### config.mk
export PLATFORM = sky130hd
export DESIGN_NAME = multicycle_control_flat
export DESIGN_NICKNAME = d
export VERILOG_FILES = /design/src/rtl/multicycle_control_pkg.sv /design/src/rtl/multicycle_control_if.sv /design/src/rtl/multicycle_control_decoder.sv /design/src/rtl/multicycle_control.sv /design/src/flat_wrapper.sv
export SDC_FILE = /design/constraint.sdc
export NUM_CORES = 1
export LEC_CHECK = 0
export CAP_MARGIN = 20
export CELL_PAD_IN_SITES_DETAIL_PLACEMENT = 1
export CELL_PAD_IN_SITES_GLOBAL_PLACEMENT = 1
export CORE_MARGIN = 5
export CORE_UTILIZATION = 43
export CTS_BUF_LIST = sky130_fd_sc_hd__clkbuf_4 sky130_fd_sc_hd__clkbuf_8
export DETAILED_ROUTE_END_ITERATION = 10
export PLACE_DENSITY = 0.95
export RECOVER_POWER = 25
export SKIP_LAST_GASP = 1
export SLEW_MARGIN = 5
export SYNTH_ARGS = -nofsm -noshare
export SYNTH_HDL_FRONTEND = slang
export SYNTH_HIERARCHICAL = 1
export SYNTH_SLANG_ARGS = --single-unit
### constraint.sdc
create_clock -name clk -period 5.4 [get_ports clk]
set_clock_uncertainty 0.2 [all_clocks]
set_input_delay 0.81 -clock clk [delete_from_list [all_inputs] [get_ports clk]]
set_output_delay 0.81 -clock clk [all_outputs]
set_load 0.01 [all_outputs]
### src/rtl/multicycle_control_pkg.sv
// Shared definitions for the multicycle controller: FSM state encodings,
// opcode/funct constants and the decoder output bundle.
// Optional feature macro used by this slice: CTRL_ILLEGAL_TRAP_EN.
package ctrl_pkg;

  // FSM state encodings (0-4), kept as plain constants for legacy tools.
  localparam logic [2:0] ST_FETCH     = 3'd0;
  localparam logic [2:0] ST_DECODE    = 3'd1;
  localparam logic [2:0] ST_EXECUTE   = 3'd2;
  localparam logic [2:0] ST_WRITEBACK = 3'd3;
  localparam logic [2:0] ST_HALT      = 3'd4;

  // Opcode field values (instruction bits 31:26).
  localparam logic [5:0] OP_RTYPE = 6'b000000;
  localparam logic [5:0] OP_LI    = 6'b000001;
  localparam logic [5:0] OP_HALT  = 6'b111111;

  // Funct values that take ALU operand B from the shift amount.
  localparam logic [5:0] FN_SLL = 6'b000000;
  localparam logic [5:0] FN_SRL = 6'b000010;

  // Decoder result: control bits plus instruction class flags.
  typedef struct packed {
    logic alu_op;
    logic alu_src;
    logic wb_src;
    logic legal;
    logic halt;
  } dec_t;

endpackage

### src/rtl/multicycle_control_if.sv
// Bus between the datapath and the multicycle controller.
// Optional feature macro: CTRL_ILLEGAL_TRAP_EN adds the sticky Illegal flag.
//
// There is no valid/ready handshake here: the controller samples Opcode and
// Funct during its DECODE cycle, and PC_en is the single-cycle strobe that
// tells the datapath to fetch the next instruction. State is a debug view of
// the FSM encoding.
interface multicycle_control_if #(
  parameter int CNT_W = 16
);
  logic [5:0]       Opcode;
  logic [5:0]       Funct;
  logic             Reg_write;
  logic             ALU_op;
  logic             ALU_src;
  logic             Writeback_src;
  logic             PC_en;
  logic             Halted;
  logic [CNT_W-1:0] Retired;
  logic [2:0]       State;
`ifdef CTRL_ILLEGAL_TRAP_EN
  logic             Illegal;
`endif

  modport master (
    output Opcode, Funct,
    input  Reg_write, ALU_op, ALU_src, Writeback_src, PC_en, Halted, Retired,
`ifdef CTRL_ILLEGAL_TRAP_EN
    input  Illegal,
`endif
    input  State
  );

  modport slave (
    input  Opcode, Funct,
    output Reg_write, ALU_op, ALU_src, Writeback_src, PC_en, Halted, Retired,
`ifdef CTRL_ILLEGAL_TRAP_EN
    output Illegal,
`endif
    output State
  );
endinterface

### src/rtl/multicycle_control_decoder.sv
// Combinational instruction decoder: {Opcode, Funct} -> control bits and
// legal/halt classification. Unknown opcodes decode to all zeros.
module ctrl_decoder
  import ctrl_pkg::*;
(
  input  logic [5:0] i_opcode,
  input  logic [5:0] i_funct,
  output dec_t       o_dec
);

  // Table lookup on the opcode; only R-type looks at Funct.
  always_comb begin
    o_dec = '0;
    case (i_opcode)
      OP_RTYPE: begin
        o_dec.legal   = 1'b1;
        o_dec.alu_op  = 1'b1;
        o_dec.alu_src = (i_funct == FN_SLL) || (i_funct == FN_SRL);
        o_dec.wb_src  = 1'b0;
      end
      OP_LI: begin
        o_dec.legal  = 1'b1;
        o_dec.wb_src = 1'b1;
      end
      OP_HALT: begin
        o_dec.legal = 1'b1;
        o_dec.halt  = 1'b1;
      end
      default: o_dec = '0;
    endcase
  end

endmodule

### src/rtl/multicycle_control.sv
// Multicycle controller: FETCH -> DECODE -> EXECUTE -> WRITEBACK, four cycles
// per instruction, with an absorbing HALT state and a saturating counter of
// retired (written-back) instructions.
// Optional feature macro: CTRL_ILLEGAL_TRAP_EN -- illegal opcodes trap to HALT
// and set a sticky Illegal flag; without it they run as a NOP.
module multicycle_control
  import ctrl_pkg::*;
#(
  parameter int CNT_W = 16
) (
  input  logic                 clk,
  input  logic                 Reset,
  multicycle_control_if.slave  bus
);

  logic [2:0]       r_state;
  logic [2:0]       w_next_state;
  logic [5:0]       r_opcode;
  logic [5:0]       r_funct;
  logic [5:0]       w_dec_opcode;
  logic [5:0]       w_dec_funct;
  dec_t             w_dec;
  logic [CNT_W-1:0] r_retired;
  logic             w_in_decode;
  logic             w_in_exec_wb;
  logic             w_in_wb;
  logic             w_reg_write;

  assign w_in_decode  = (r_state == ST_DECODE);
  assign w_in_wb      = (r_state == ST_WRITEBACK);
  assign w_in_exec_wb = (r_state == ST_EXECUTE) || w_in_wb;

  // During DECODE the live inputs are decoded (to pick the next state); after
  // that only the registered copy is used, so input changes cannot disturb
  // the instruction in flight.
  assign w_dec_opcode = w_in_decode ? bus.Opcode : r_opcode;
  assign w_dec_funct  = w_in_decode ? bus.Funct  : r_funct;

  ctrl_decoder u_decoder (
    .i_opcode (w_dec_opcode),
    .i_funct  (w_dec_funct),
    .o_dec    (w_dec)
  );

  // Next-state selection; HALT only leaves through Reset.
  always_comb begin
    w_next_state = ST_FETCH;
    case (r_state)
      ST_FETCH:     w_next_state = ST_DECODE;
      ST_DECODE: begin
        if (w_dec.halt) begin
          w_next_state = ST_HALT;
`ifdef CTRL_ILLEGAL_TRAP_EN
        end else if (!w_dec.legal) begin
          w_next_state = ST_HALT;
`endif
        end else begin
          w_next_state = ST_EXECUTE;
        end
      end
      ST_EXECUTE:   w_next_state = ST_WRITEBACK;
      ST_WRITEBACK: w_next_state = ST_FETCH;
      ST_HALT:      w_next_state = ST_HALT;
      default:      w_next_state = ST_FETCH;
    endcase
  end

  // State register.
  always_ff @(posedge clk or posedge Reset) begin
    if (Reset) r_state <= ST_FETCH;
    else       r_state <= w_next_state;
  end

  // Capture the instruction fields once, in DECODE.
  always_ff @(posedge clk or posedge Reset) begin
    if (Reset) begin
      r_opcode <= '0;
      r_funct  <= '0;
    end else if (w_in_decode) begin
      r_opcode <= bus.Opcode;
      r_funct  <= bus.Funct;
    end
  end

  // Only a legal, non-halt instruction writes; illegal NOPs fall through here.
  assign w_reg_write = w_in_wb && w_dec.legal && !w_dec.halt;

  // Retired count bumps on the edge leaving WRITEBACK and sticks at all-ones.
  always_ff @(posedge clk or posedge Reset) begin
    if (Reset) begin
      r_retired <= '0;
    end else if (w_reg_write && (r_retired != '1)) begin
      r_retired <= r_retired + CNT_W'(1);
    end
  end

`ifdef CTRL_ILLEGAL_TRAP_EN
  logic r_illegal;

  // Sticky flag raised when an unknown opcode is seen in DECODE.
  always_ff @(posedge clk or posedge Reset) begin
    if (Reset)                             r_illegal <= 1'b0;
    else if (w_in_decode && !w_dec.legal)  r_illegal <= 1'b1;
  end

  assign bus.Illegal = r_illegal;
`endif

  // Control outputs are gated by state so FETCH/DECODE/HALT drive zeros.
  assign bus.ALU_op        = w_in_exec_wb && w_dec.alu_op;
  assign bus.ALU_src       = w_in_exec_wb && w_dec.alu_src;
  assign bus.Writeback_src = w_in_exec_wb && w_dec.wb_src;
  assign bus.Reg_write     = w_reg_write;
  assign bus.PC_en         = w_in_wb;
  assign bus.Halted        = (r_state == ST_HALT);
  assign bus.Retired       = r_retired;
  assign bus.State         = r_state;

endmodule

### src/flat_wrapper.sv
// flat-port wrapper written by rule: the top's interface ports become plain ports
module multicycle_control_flat import ctrl_pkg::*;
#(
  parameter int CNT_W = 16
)
  (clk, Reset, bus_Opcode, bus_Funct, bus_Reg_write, bus_ALU_op, bus_ALU_src, bus_Writeback_src, bus_PC_en, bus_Halted, bus_Retired, bus_State);
  multicycle_control_if #(.CNT_W(CNT_W)) bus_i ();
  input  logic clk;
  input  logic Reset;
  input wire logic [$bits(bus_i.Opcode)-1:0] bus_Opcode;
  input wire logic [$bits(bus_i.Funct)-1:0] bus_Funct;
  output wire logic [$bits(bus_i.Reg_write)-1:0] bus_Reg_write;
  output wire logic [$bits(bus_i.ALU_op)-1:0] bus_ALU_op;
  output wire logic [$bits(bus_i.ALU_src)-1:0] bus_ALU_src;
  output wire logic [$bits(bus_i.Writeback_src)-1:0] bus_Writeback_src;
  output wire logic [$bits(bus_i.PC_en)-1:0] bus_PC_en;
  output wire logic [$bits(bus_i.Halted)-1:0] bus_Halted;
  output wire logic [$bits(bus_i.Retired)-1:0] bus_Retired;
  output wire logic [$bits(bus_i.State)-1:0] bus_State;
  assign bus_i.Opcode = bus_Opcode;
  assign bus_i.Funct = bus_Funct;
  assign bus_Reg_write = bus_i.Reg_write;
  assign bus_ALU_op = bus_i.ALU_op;
  assign bus_ALU_src = bus_i.ALU_src;
  assign bus_Writeback_src = bus_i.Writeback_src;
  assign bus_PC_en = bus_i.PC_en;
  assign bus_Halted = bus_i.Halted;
  assign bus_Retired = bus_i.Retired;
  assign bus_State = bus_i.State;
  multicycle_control #(.CNT_W(CNT_W)) u_core (.clk(clk), .Reset(Reset), .bus(bus_i));
endmodule
==> results by group <==
STA
  • Slew @ Worst Pin: roughly 1100 ps
  • Slew Viols, Final: 0
  • Tmin final: ~4400 ps
  • Rel. slew slack: 24.5%
  • Final period utilization: a little over 80%
  • RSZ-0062 raised after global routing: no
  • F_max: roughly 230 MHz
  • Hold slack: around 310 ps
  • Setup TNS: 0 ps
  • Hold Violations, Final: 0
  • Final Setup Violations: 0

Route
  • Per-cell routed wire length: approximately 17 um
  • Post-route ant nets: 0
  • WL final: between 3000 and 4000 um
  • Remaining DRCs: 0
  • Via/cell ratio: roughly 5.3
  • Vias: approximately 1100
  • First-pass DRT Iterations: 4
  • Iter 0 DRT Violations: 24

Clock network
  • Inserted Clock Buffers: 5
  • H-tree Lvls: 2
  • CTS tree: yes
  • Skew-Pair Late Insertion Delay: 330 ps
  • Clock Pin Slew Worst Setup and Hold Paths: 90 ps
  • CTS root buffer: clkbuf_4
  • Post-CTS setup buffers: 0
  • TritonCTS Sinks: 30
  • CTS hold repair buffers: 0
  • Resized cells post-CTS: 0
  • CTS max path bufs: 2

Setup path
  • CP Launch Type: register
  • Worst endpoint data arrival time: between 3000 and 4000 ps
  • Crit. End Element: output pin
  • Max incr delay on CP: 550 ps
  • Family with the most delay on the worst path: simple AND/OR/NAND/NOR gates
  • Setup Crit Path Kind: reg2out
  • Worst-path cell chain: inv_1 > nor3_1 > buf_4 > mux2_2 > or4_4 > nor2_2 > or2_1 > nand2_2 > inv_1 > clkdlybuf4s50_1
  • Slowest CP cell: or4_4
  • Worst path bufs/invs: 4
  • Cell mode on critical path: inv_1
  • Worst path required time: 4390 ps
  • CP max FO: 11

Synth
  • Cell Area, Synth: 0.00151 sq mm
  • Ys Warns: 6
  • Post-Syn Instances: about 120
  • Syn Area/Cell: approximately 12 sq um
  • Mapped Nets: approximately 140

Floorplan
  • Die area: around 0.0048 sq mm
  • Core box area: around 0.0034 sq mm
  • Initial core utilization: ~45%
  • DIE HEIGHT: roughly 69 um
  • Std-Cell Rows: 21
  • I/O pins: 39
  • DIE WIDTH: between 60 and 70 um

Pwr
  • Final Total Pwr: between 700 and 800 uW
  • Comb pwr share: between 30% and 40%
  • P_int: approximately 480 uW
  • P per Cell Area: between 300 and 400 mW/mm^2
  • Leakage: 0.000929 uW
  • VDD IR max: between 200 and 250 uV
  • Clk pwr share: 16.5%
  • Reported net switching power: ~250 uW
  • Part of the power in registers: a little over two fifths
  • Sw frac: around 34%

Global routing
  • First-pass GRT wire length: about 6300 um
  • Largest net degree at the start of global routing: 22
  • Antenna violations before repair: 0
  • Vias in the first global route: 1301
  • All-Layer GR Usage: 16.4%
  • Grt ovf: 0

Place
  • Routability Congestion: ~0.78
  • Post-DP HPWL: between 2000 and 3000 um
  • IO Port Bufs: 37

Hold path
  • Hold WC Path Type: reg2reg

Final layout
  • Final Util: 59.1%
  • Layout cells sized above 1: between 20% and 30%
  • Nets: 184
  • Multi-input logic area: 738 sq um
  • Register Area: 751 sq um
  • Area growth, synth to finish: 31.8%
  • Layout fillers: approximately 390
  • Ant diodes: 0

Run status
  • Status: finished, final reports clean

Job
  • Maxcap violations: 0
-- power by group through the flow --
stage               combinational [uW]  clock [uW]  sequential, uW
finish                             289         121             321
global route                       315         138             328
CTS                                296         126             322
detailed placement                 292           0             326
global placement                   270           0             317
floorplan                          185           0             321
-- registers in the layout, summed over array words and instances (netlist names) --
| name | flops |
|---|---|
| u_core/bus.Retired | 16 |
| u_core/r_funct | 5 |
| u_core/bus.State | 3 |
| u_core/r_opcode | 6 |
-- through the flow --
step	setup WS, ps	instance area [sq um]	instances
2_1_floorplan	1930	1510	124
4_1_cts	930	2010	215
3_5_place_dp	1220	1960	208
3_3_place_gp	1300	1940	207
6_report	960	1990	215
5_1_grt	752	1990	215
-- metal layers --
metal | GRT usage (%) | routed length, um | vias to the layer above
li1 | - | - | 532
met1 | 17.9 | 1530 | 580
met2 | 29.6 | 1970 | 31
met3 | 6.23 | 186 | 4
met4 | 4.12 | 32 | 0
met5 | 0 | 0 | -
-- worst reg2reg max path: stages (launching register included) --
cell	delay, ps
dfrtp_1	460
inv_1	120
nor3_1	260
buf_4	250
mux2_2	390
or4_4	550
nor2_2	130
or2_1	190
and3_2	230
nand3_1	200
nor3_1	290
xor2_1	190
-- area by class of cell --
| class | instances | share of cell area [%] |
|---|---|---|
| clock inverter | 2 | 0.504 |
| clock buffer | 5 | 1.89 |
| multi-input combinational | 90 | 37.2 |
| timing repair buffer | 39 | 19.2 |
| sequential | 30 | 37.8 |
| inverter | 3 | 0.567 |
| tap | 46 | 2.90 |
-- cell usage in the layout, fill, tap and decap left out, types with 4 or more instances in the layout --
master            n
mux2_2           11
dfrtp_1          30
nand2_1           5
nor2_1            6
nand3_1           4
nor3_1           13
xor2_1           15
clkdlybuf4s50_1  36
clkbuf_4          5
and2_1            5
-- worst paths after layout --
path	from	slack, ps	endpoint	cells after the start
worst min register to register	u_core/r_funct[2]	310	u_core/r_funct[2]	1
min in group asynchronous	Reset	700	u_core/bus.Retired[2]	2
max in group asynchronous	Reset	2950	u_core/bus.Retired[7]	3
worst min-delay path	u_core/r_funct[2]	310	u_core/r_funct[2]	1
worst max-delay path	u_core/bus.State[0]	960	bus_Reg_write	10
worst max register to register	u_core/bus.State[0]	1880	u_core/bus.Retired[15]	11
No activity file was read; power rests on OpenSTA's default activity.
